## config.mk

```make
export PLATFORM = sky130hd
export DESIGN_NAME = axis_level_trigger
export DESIGN_NICKNAME = d
export VERILOG_FILES = /design/src/rtl/axis_level_trigger.sv
export SDC_FILE = /design/constraint.sdc
export NUM_CORES = 1
export LEC_CHECK = 0
export ABC_AREA = 1
export BUFFER_PORTS_ARGS = -buffer_cell sky130_fd_sc_hd__buf_2
export CORE_AREA = 2 2 123 125
export DETAILED_ROUTE_END_ITERATION = 16
export DIE_AREA = 0 0 125 127
export HOLD_SLACK_MARGIN = 0.05
export PLACE_DENSITY = 0.78
export SYNTH_ARGS = -nofsm -noshare
export SYNTH_HDL_FRONTEND = slang
export SYNTH_SLANG_ARGS = --single-unit
```

## constraint.sdc

```tcl
create_clock -name aclk -period 5.1 [get_ports aclk]
set_clock_uncertainty 0.2 [all_clocks]
set_input_delay 1.02 -clock aclk [delete_from_list [all_inputs] [get_ports aclk]]
set_output_delay 1.02 -clock aclk [all_outputs]
set_load 0.02 [all_outputs]
```

## src/rtl/axis_level_trigger.sv

```systemverilog
// axis_level_trigger: AXI-Stream pass-through with level/edge trigger detection,
// hysteresis arming, holdoff and a wrapping trigger counter.
module axis_level_trigger #(
    parameter int AXIS_TDATA_WIDTH = 32,
    parameter int ADC_DATA_WIDTH   = 14,
    parameter int CNTR_WIDTH       = 32
) (
    input  logic                        aclk,
    input  logic                        aresetn,
    input  logic                        trg_enable,
    input  logic                        trg_chan,
    input  logic                        trg_edge,
    input  logic [ADC_DATA_WIDTH-1:0]   trg_level,
    input  logic [ADC_DATA_WIDTH-1:0]   trg_hyst,
    input  logic [CNTR_WIDTH-1:0]       holdoff,
    output logic                        trg_flag,
    output logic [CNTR_WIDTH-1:0]       sts_data,
    output logic                        s_axis_tready,
    input  logic [AXIS_TDATA_WIDTH-1:0] s_axis_tdata,
    input  logic                        s_axis_tvalid,
    output logic [AXIS_TDATA_WIDTH-1:0] m_axis_tdata,
    output logic                        m_axis_tvalid
);
    typedef enum logic [1:0] {
        DISARMED = 2'd0,
        ARMED    = 2'd1,
        HOLDOFF  = 2'd2
    } state_t;

    // Two guard bits so level +/- hyst can never wrap at the range extremes.
    localparam int CW = ADC_DATA_WIDTH + 2;

    state_t                        state_q, state_d;
    logic [CNTR_WIDTH-1:0]         cnt_q, cnt_d;
    logic [CNTR_WIDTH-1:0]         sts_q, sts_d;
    logic                          flag_q, flag_d;
    logic [AXIS_TDATA_WIDTH-1:0]   tdata_q, tdata_d;
    logic                          tvalid_q, tvalid_d;
    logic [ADC_DATA_WIDTH-1:0]     raw;
    logic signed [CW-1:0]          sample, level, low, high;
    logic                          arm, fire;

    assign s_axis_tready = 1'b1;
    assign trg_flag      = flag_q;
    assign sts_data      = sts_q;
    assign m_axis_tdata  = tdata_q;
    assign m_axis_tvalid = tvalid_q;

    always_comb begin
        raw    = trg_chan ? s_axis_tdata[16+ADC_DATA_WIDTH-1:16] : s_axis_tdata[ADC_DATA_WIDTH-1:0];
        sample = {{2{raw[ADC_DATA_WIDTH-1]}}, raw};
        level  = {{2{trg_level[ADC_DATA_WIDTH-1]}}, trg_level};
        low    = level - {2'b00, trg_hyst};
        high   = level + {2'b00, trg_hyst};
        arm    = trg_edge ? (sample > high) : (sample < low);
        fire   = trg_edge ? (sample <= level) : (sample >= level);
    end

    always_comb begin
        state_d  = state_q;
        cnt_d    = cnt_q;
        sts_d    = sts_q;
        flag_d   = 1'b0;
        tdata_d  = s_axis_tdata;
        tvalid_d = s_axis_tvalid;
        if (!trg_enable) begin
            state_d = DISARMED;
            cnt_d   = '0;
        end else if (s_axis_tvalid) begin
            case (state_q)
                DISARMED: state_d = arm ? ARMED : DISARMED;
                ARMED: begin
                    if (fire) begin
                        flag_d  = 1'b1;
                        sts_d   = sts_q + CNTR_WIDTH'(1);
                        cnt_d   = holdoff;
                        state_d = (holdoff == '0) ? DISARMED : HOLDOFF;
                    end
                end
                HOLDOFF: begin
                    cnt_d   = (cnt_q <= CNTR_WIDTH'(1)) ? '0 : cnt_q - CNTR_WIDTH'(1);
                    state_d = (cnt_q <= CNTR_WIDTH'(1)) ? DISARMED : HOLDOFF;
                end
                default: state_d = DISARMED;
            endcase
        end
    end

    always_ff @(posedge aclk) begin
        if (!aresetn) begin
            state_q  <= DISARMED;
            cnt_q    <= '0;
            sts_q    <= '0;
            flag_q   <= 1'b0;
            tdata_q  <= '0;
            tvalid_q <= 1'b0;
        end else begin
            state_q  <= state_d;
            cnt_q    <= cnt_d;
            sts_q    <= sts_d;
            flag_q   <= flag_d;
            tdata_q  <= tdata_d;
            tvalid_q <= tvalid_d;
        end
    end
endmodule
```

Word level (Yosys, flattened, before mapping)
Index checks and enable logic that the tools add are counted.
- eq/ne operators: 3
- $mul: 0
- div/mod/pow operators: 0
- shifts and indexed selects: 0
- bitwise logic cells: 0
- muxes and demuxes: 12
- reduce and logical (&&, ||, !) cells: 8
- $lt $le $gt $ge: 5
- $add $sub $neg: 4
- operators by type and width (kind ; count):
    2-to-1 mux 32 bit ; 2
    one-hot mux 32 bit (2 select lines) ; 1
    adder 32 x 1 -> 32 bit, second input constant ; 1
    less-or-equal comparator 32 x 1 -> 1 bit, second input constant ; 1
    logical NOT 32 bit ; 1
    subtractor 32 x 1 -> 32 bit, second input constant ; 1
    adder 14 x 15 -> 16 bit ; 1
    greater-than comparator 14 x 16 -> 1 bit ; 1
    < comparator 14 x 16 -> 1 bit ; 1
    subtractor 14 x 15 -> 16 bit ; 1
    greater-or-equal comparator 14 bit ; 1
    less-or-equal comparator 14 bit ; 1
    2-to-1 mux 14 bit ; 1
    AND reduction 4 bit ; 2
    2-to-1 mux 2 bit ; 3
    one-hot mux 2 bit (3 select lines) ; 1
    2-to-1 mux 1 bit ; 4
    AND reduction 2 bit ; 2
    AND reduction 3 bit ; 1
    equality test 2 x 1 -> 1 bit, second input constant ; 1
    equality test 2 bit, second input constant ; 1
    logical NOT 2 bit ; 1
    inequality test 2 bit, second input constant ; 1
    nonzero test 2 bit ; 1
- memories kept: 0
- bits in registers: 100
- output and inout bits: 67
- bits in writable memories: 0
- bits in latches: 0
- bits in read-only memories: 0
- input bits: 98
- word-level logic and storage cells: 38

Logic depth before layout (Yosys ltp)
- word-level depth: 5
- gate-level depth with buffers: 23
- depth with buffers taken out: 23

Worst setup path before layout
OpenSTA, ideal clock, no wires.
- kind: input-to-reg
- start point: in trg_level[0]
- end point: reg state_q[0]
- data arrival time: 3.617 ns
- path buffers: 0
- slack: 1.213 ns
- library setup time: 0.070 ns
- stages on the path: 21
- required time: 4.830 ns
- path through: inv_1 > ha_1 > inv_1 > fa_1 > a21oi_1 > o21bai_1 > a21boi_1 > o21ai_2 > a21boi_0 > o21ai_0 > xor2_1 > ha_1 > nand3_1 > inv_1 > a21oi_1 > nand2_1 > nand2_1 > nand3_1 > nand2_1 > nand2_1 > a21oi_1
- cells in the longest elaborated chain, start to end: 5
- elaborated cells on any way between the ends: 12
- classes of those cells: add/sub (2); order compare (4); eq/ne (1); mux (4); reduce/logical (1)
- ends and longest elaborated chain (element ; line ; source):
    start: declaration ; 13 ; input logic [ADC_DATA_WIDTH-1:0] trg_level,
    subtractor 14 x 15 -> 16 bit or adder 14 x 15 -> 16 bit (tied branches) ; 53, 54 ;
    < comparator 14 x 16 -> 1 bit or greater-than comparator 14 x 16 -> 1 bit (tied branches) ; 55 ; arm = trg_edge ? (sample > high) : (sample < low);
    2-to-1 mux 1 bit ; 55 ;
    2-to-1 mux 1 bit ; 71 ; DISARMED: state_d = arm ? ARMED : DISARMED;
    one-hot mux 2 bit (3 select lines) ; 70 ; case (state_q)
    end signal: assignment ; 98 ; state_q <= state_d;
    end: declaration ; 33 ; state_t state_q, state_d;
Parallel ways exist; a longest one is shown, timed or not.
A chain may end at the register's enable or synchronous reset.

Worst setup path after layout
Ends and elaborated chain as after synthesis.

==> impl_metrics.tcl <==
set metrics [dict create \
    run_status "finished clean" \
    end_kind "flop" \
    worst_path_max_delay_cell "fa_1" \
    routed-via-count 8220 \
    cts-htree-levels 3 \
    netlist.area_leader.share_pct 24.74 \
    cts-root-to-sink-buffers 2 \
    hold_slack_ns 0.2984 \
    final_net_count 1558 \
    die_height_um 127 \
    post_synthesis_to_final_layout_area_growth_pct 14.36 \
    grt_pass1_vias 7639 \
    path_buf_inv 4 \
    netlist.top_cell.by_area "dfxtp_1" \
    cp.arrival_ns 4.23 \
    start_util_pct 56.11 \
    synth.most_common_cell "nand2_1" \
    first_pass_grt_wire_length_um 35430 \
    mappedNetlistNets 1422 \
    total_leakage_power_uw 0.005099 \
    yosys-top-cells-count "329 x nand2_1, 177 x inv_1, 123 x nor2_1, 100 x dfxtp_1, 90 x a21oi_1" \
    post_synth_instance_area_um2 8093 \
    area_of_combinational_cells_with_multiple_inputs_um2 5177 \
    ir_worst_vdd_v 0.0001765 \
    finish.utilization_pct 64.17 \
    hold_violations 0 \
    std_cell_rows 44 \
    io_buffer_count 163 \
    worst_path_most_repeated_cell "nand2_1" \
    finalSetupViolCount 0 \
    final_period_minus_worst_setup_slack_ns 4.154 \
    post_synthesis_async_set_or_reset_flop_share_pct 0 \
    start_kind "input pin" \
    antenna_found_initial 1 \
    cts_buffers 9 \
    clock-sinks 100 \
    core_um2 14420 \
    fillers 1385 \
    worst_max_slew_pin_slew_ns 0.9891 \
    cts_tree "built" \
    finalNonFillerCells 1570 \
    routabilityCongestion 0.9318 \
    post_drt_via_cell_ratio 5.236 \
    dieArea_um2 15880 \
    drv_slew 0 \
    post_route_cells_drive_above_1_share_pct 15.81 \
    worst_path_cell_chain "buf_2, inv_1, ha_1, inv_1, fa_1, a21oi_1, o21bai_1, a21boi_1, o21ai_2, a21boi_0, o21ai_0, xor2_1, ha_1, nand3_1, inv_1, a21oi_1, nand2_1, nand2_1, nand3_1, nand2_1, nand2_1, a21oi_1" \
    crit_path_max_fanout 3 \
    clkLatencyLatePin_ns 0.36 \
    synthesis.area_per_instance_um2 6.500 \
    clk_pin_slew_ns 0.06 \
    category_of_the_critical_setup_timing_path "in -> reg" \
    drt_first_pass_iters 5 \
    post_cts_resized 0 \
    numPlacedInstances 1554 \
    cts_root_buf "clkbuf_16" \
    synth_enable_flop_cells 0 \
    synth-seq-cells 100 \
    slew_headroom_pct 33.65 \
    period_share_pct 81.46 \
    netlist_top_cells_area "dfxtp_1 25%, nand2_1 15%, ha_1 12%" \
    pin_count_of_the_biggest_net_entering_global_routing 53 \
    ant_nets 0 \
    floorplan.die.width_um 125 \
    synth_cells 1245 \
    timing.setup.tns_ns 0 \
    regArea_um2 2002 \
    drc_violation_count_after_routing 0 \
    io-pin-count 165 \
    cts_setup_buffers 0 \
    cp.required_ns 5.17 \
    place_hpwl_um 16910 \
    seq_area_frac_synth_pct 24.74 \
    drt-total-wl_um 21500 \
    rsz0062_at_grt "false" \
    hold_class "reg -> reg" \
    postSynth.topFlopCell "dfxtp_1" \
    critical_path.top_delay_family "compound AO/OA/AOI/OAI gates" \
    globalRoute.totalOverflow 0 \
    wl_per_cell_um 13.70 \
    achievable-frequency_mhz 240.7 \
    grt.total_usage_pct 26.76 \
    drt_iter0_markers 453 \
    powerDensity_nw_per_um2 234.8 \
    synth-warning-count 0 \
    slowest_delay_ns 0.40 \
    yosys_cell_types 48 \
    ctsHoldBuffers 0 \
    drv.max_cap_violation_count 0 \
]
[worst reg2reg max path, stage by stage, from the launching register on]
cell and delay, ns:
dfxtp_1 0.38, inv_1 0.05, nor2_1 0.09, clkinv_1 0.77, nand2_1 0.81, nand3_4 0.54, o21ai_1 0.30, nor2_1 0.05
[state kept, by name (all words and copies together), names as in the netlist]
register	flops
m_axis_tdata	32
sts_data	32
trg_flag	1
state_q	2
cnt_q	32
m_axis_tvalid	1
[final cells by class]
| cell class | count | share of cell area (%) |
|---|---|---|
| multi-input cells | 923 | 55.94 |
| flip-flops and latches | 100 | 21.63 |
| repair buffers | 165 | 8.977 |
| inverters | 182 | 7.435 |
| clock buffers | 10 | 2.582 |
| well taps | 184 | 2.487 |
| clock inverters | 5 | 0.9193 |
| diodes | 1 | 0.02704 |
[path summary, 6_finish.rpt]
kind | startpoint | endpoint | slack [ns] | cells past startpoint
setup / recovery | trg_level[0] | state_q[0] | 0.95 | 22
hold / removal | state_q[0] | state_q[0] | 0.30 | 2
setup reg to reg | state_q[1] | cnt_q[22] | 1.80 | 7
hold reg to reg | state_q[0] | state_q[0] | 0.30 | 2
[logic make-up (layout without fill, tap and decap cells)]
group,Yosys count,after routing,share of synthesized area [%]
other cells,1,2,0.04634
simple gates,594,594,31.97
compound gates,181,181,12.20
fa+ha+maj,79,79,12.40
xor+xnor,68,68,7.359
buf+inv,222,362,11.29
flops,100,100,24.74
[power by group]
group	internal, uW	total, uW	switching (uW)
clock	443	754	310
combinational	230	614	384
sequential	799	805	6.66
total	1470	2170	700
[routing by layer]
layer | vias to the layer above | track usage, % | wire length (um)
met5 | - | 0 | 0
met4 | 0 | 9.477 | 575
met3 | 43 | 4.229 | 1275
met2 | 282 | 46.20 | 10140
met1 | 3640 | 34.10 | 9515
li1 | 4255 | - | -
[metrics by stage]
| step | setup slack (ns) | instance area (um^2) | power (uW) |
|---|---|---|---|
| floorplan | 1.213 | 8093 | 1259 |
| global placement | 0.7216 | 8929 | 1420 |
| detailed placement | 0.5751 | 8929 | 1430 |
| CTS | 0.9386 | 9253 | 2181 |
| global route | 0.5627 | 9253 | 2287 |
| finish | 0.9457 | 9255 | 2173 |
[placed cells by master (no fill, tap or decap), types with 9 or more instances in the layout]
cell | Yosys | routed
a21oi_1 | 90 | 90
buf_2 | 3 | 163
clkbuf_16 | 0 | 9
dfxtp_1 | 100 | 100
ha_1 | 77 | 77
inv_1 | 177 | 177
nand2_1 | 329 | 329
nand3_1 | 33 | 33
nand4_1 | 35 | 35
nor2_1 | 123 | 123
nor2_2 | 9 | 9
nor3_1 | 30 | 30
nor4_1 | 13 | 13
o21ai_0 | 34 | 34
o21ai_1 | 31 | 31
xnor2_1 | 9 | 9
xor2_1 | 59 | 59
Note: power is estimated with default switching activity, not from simulation.
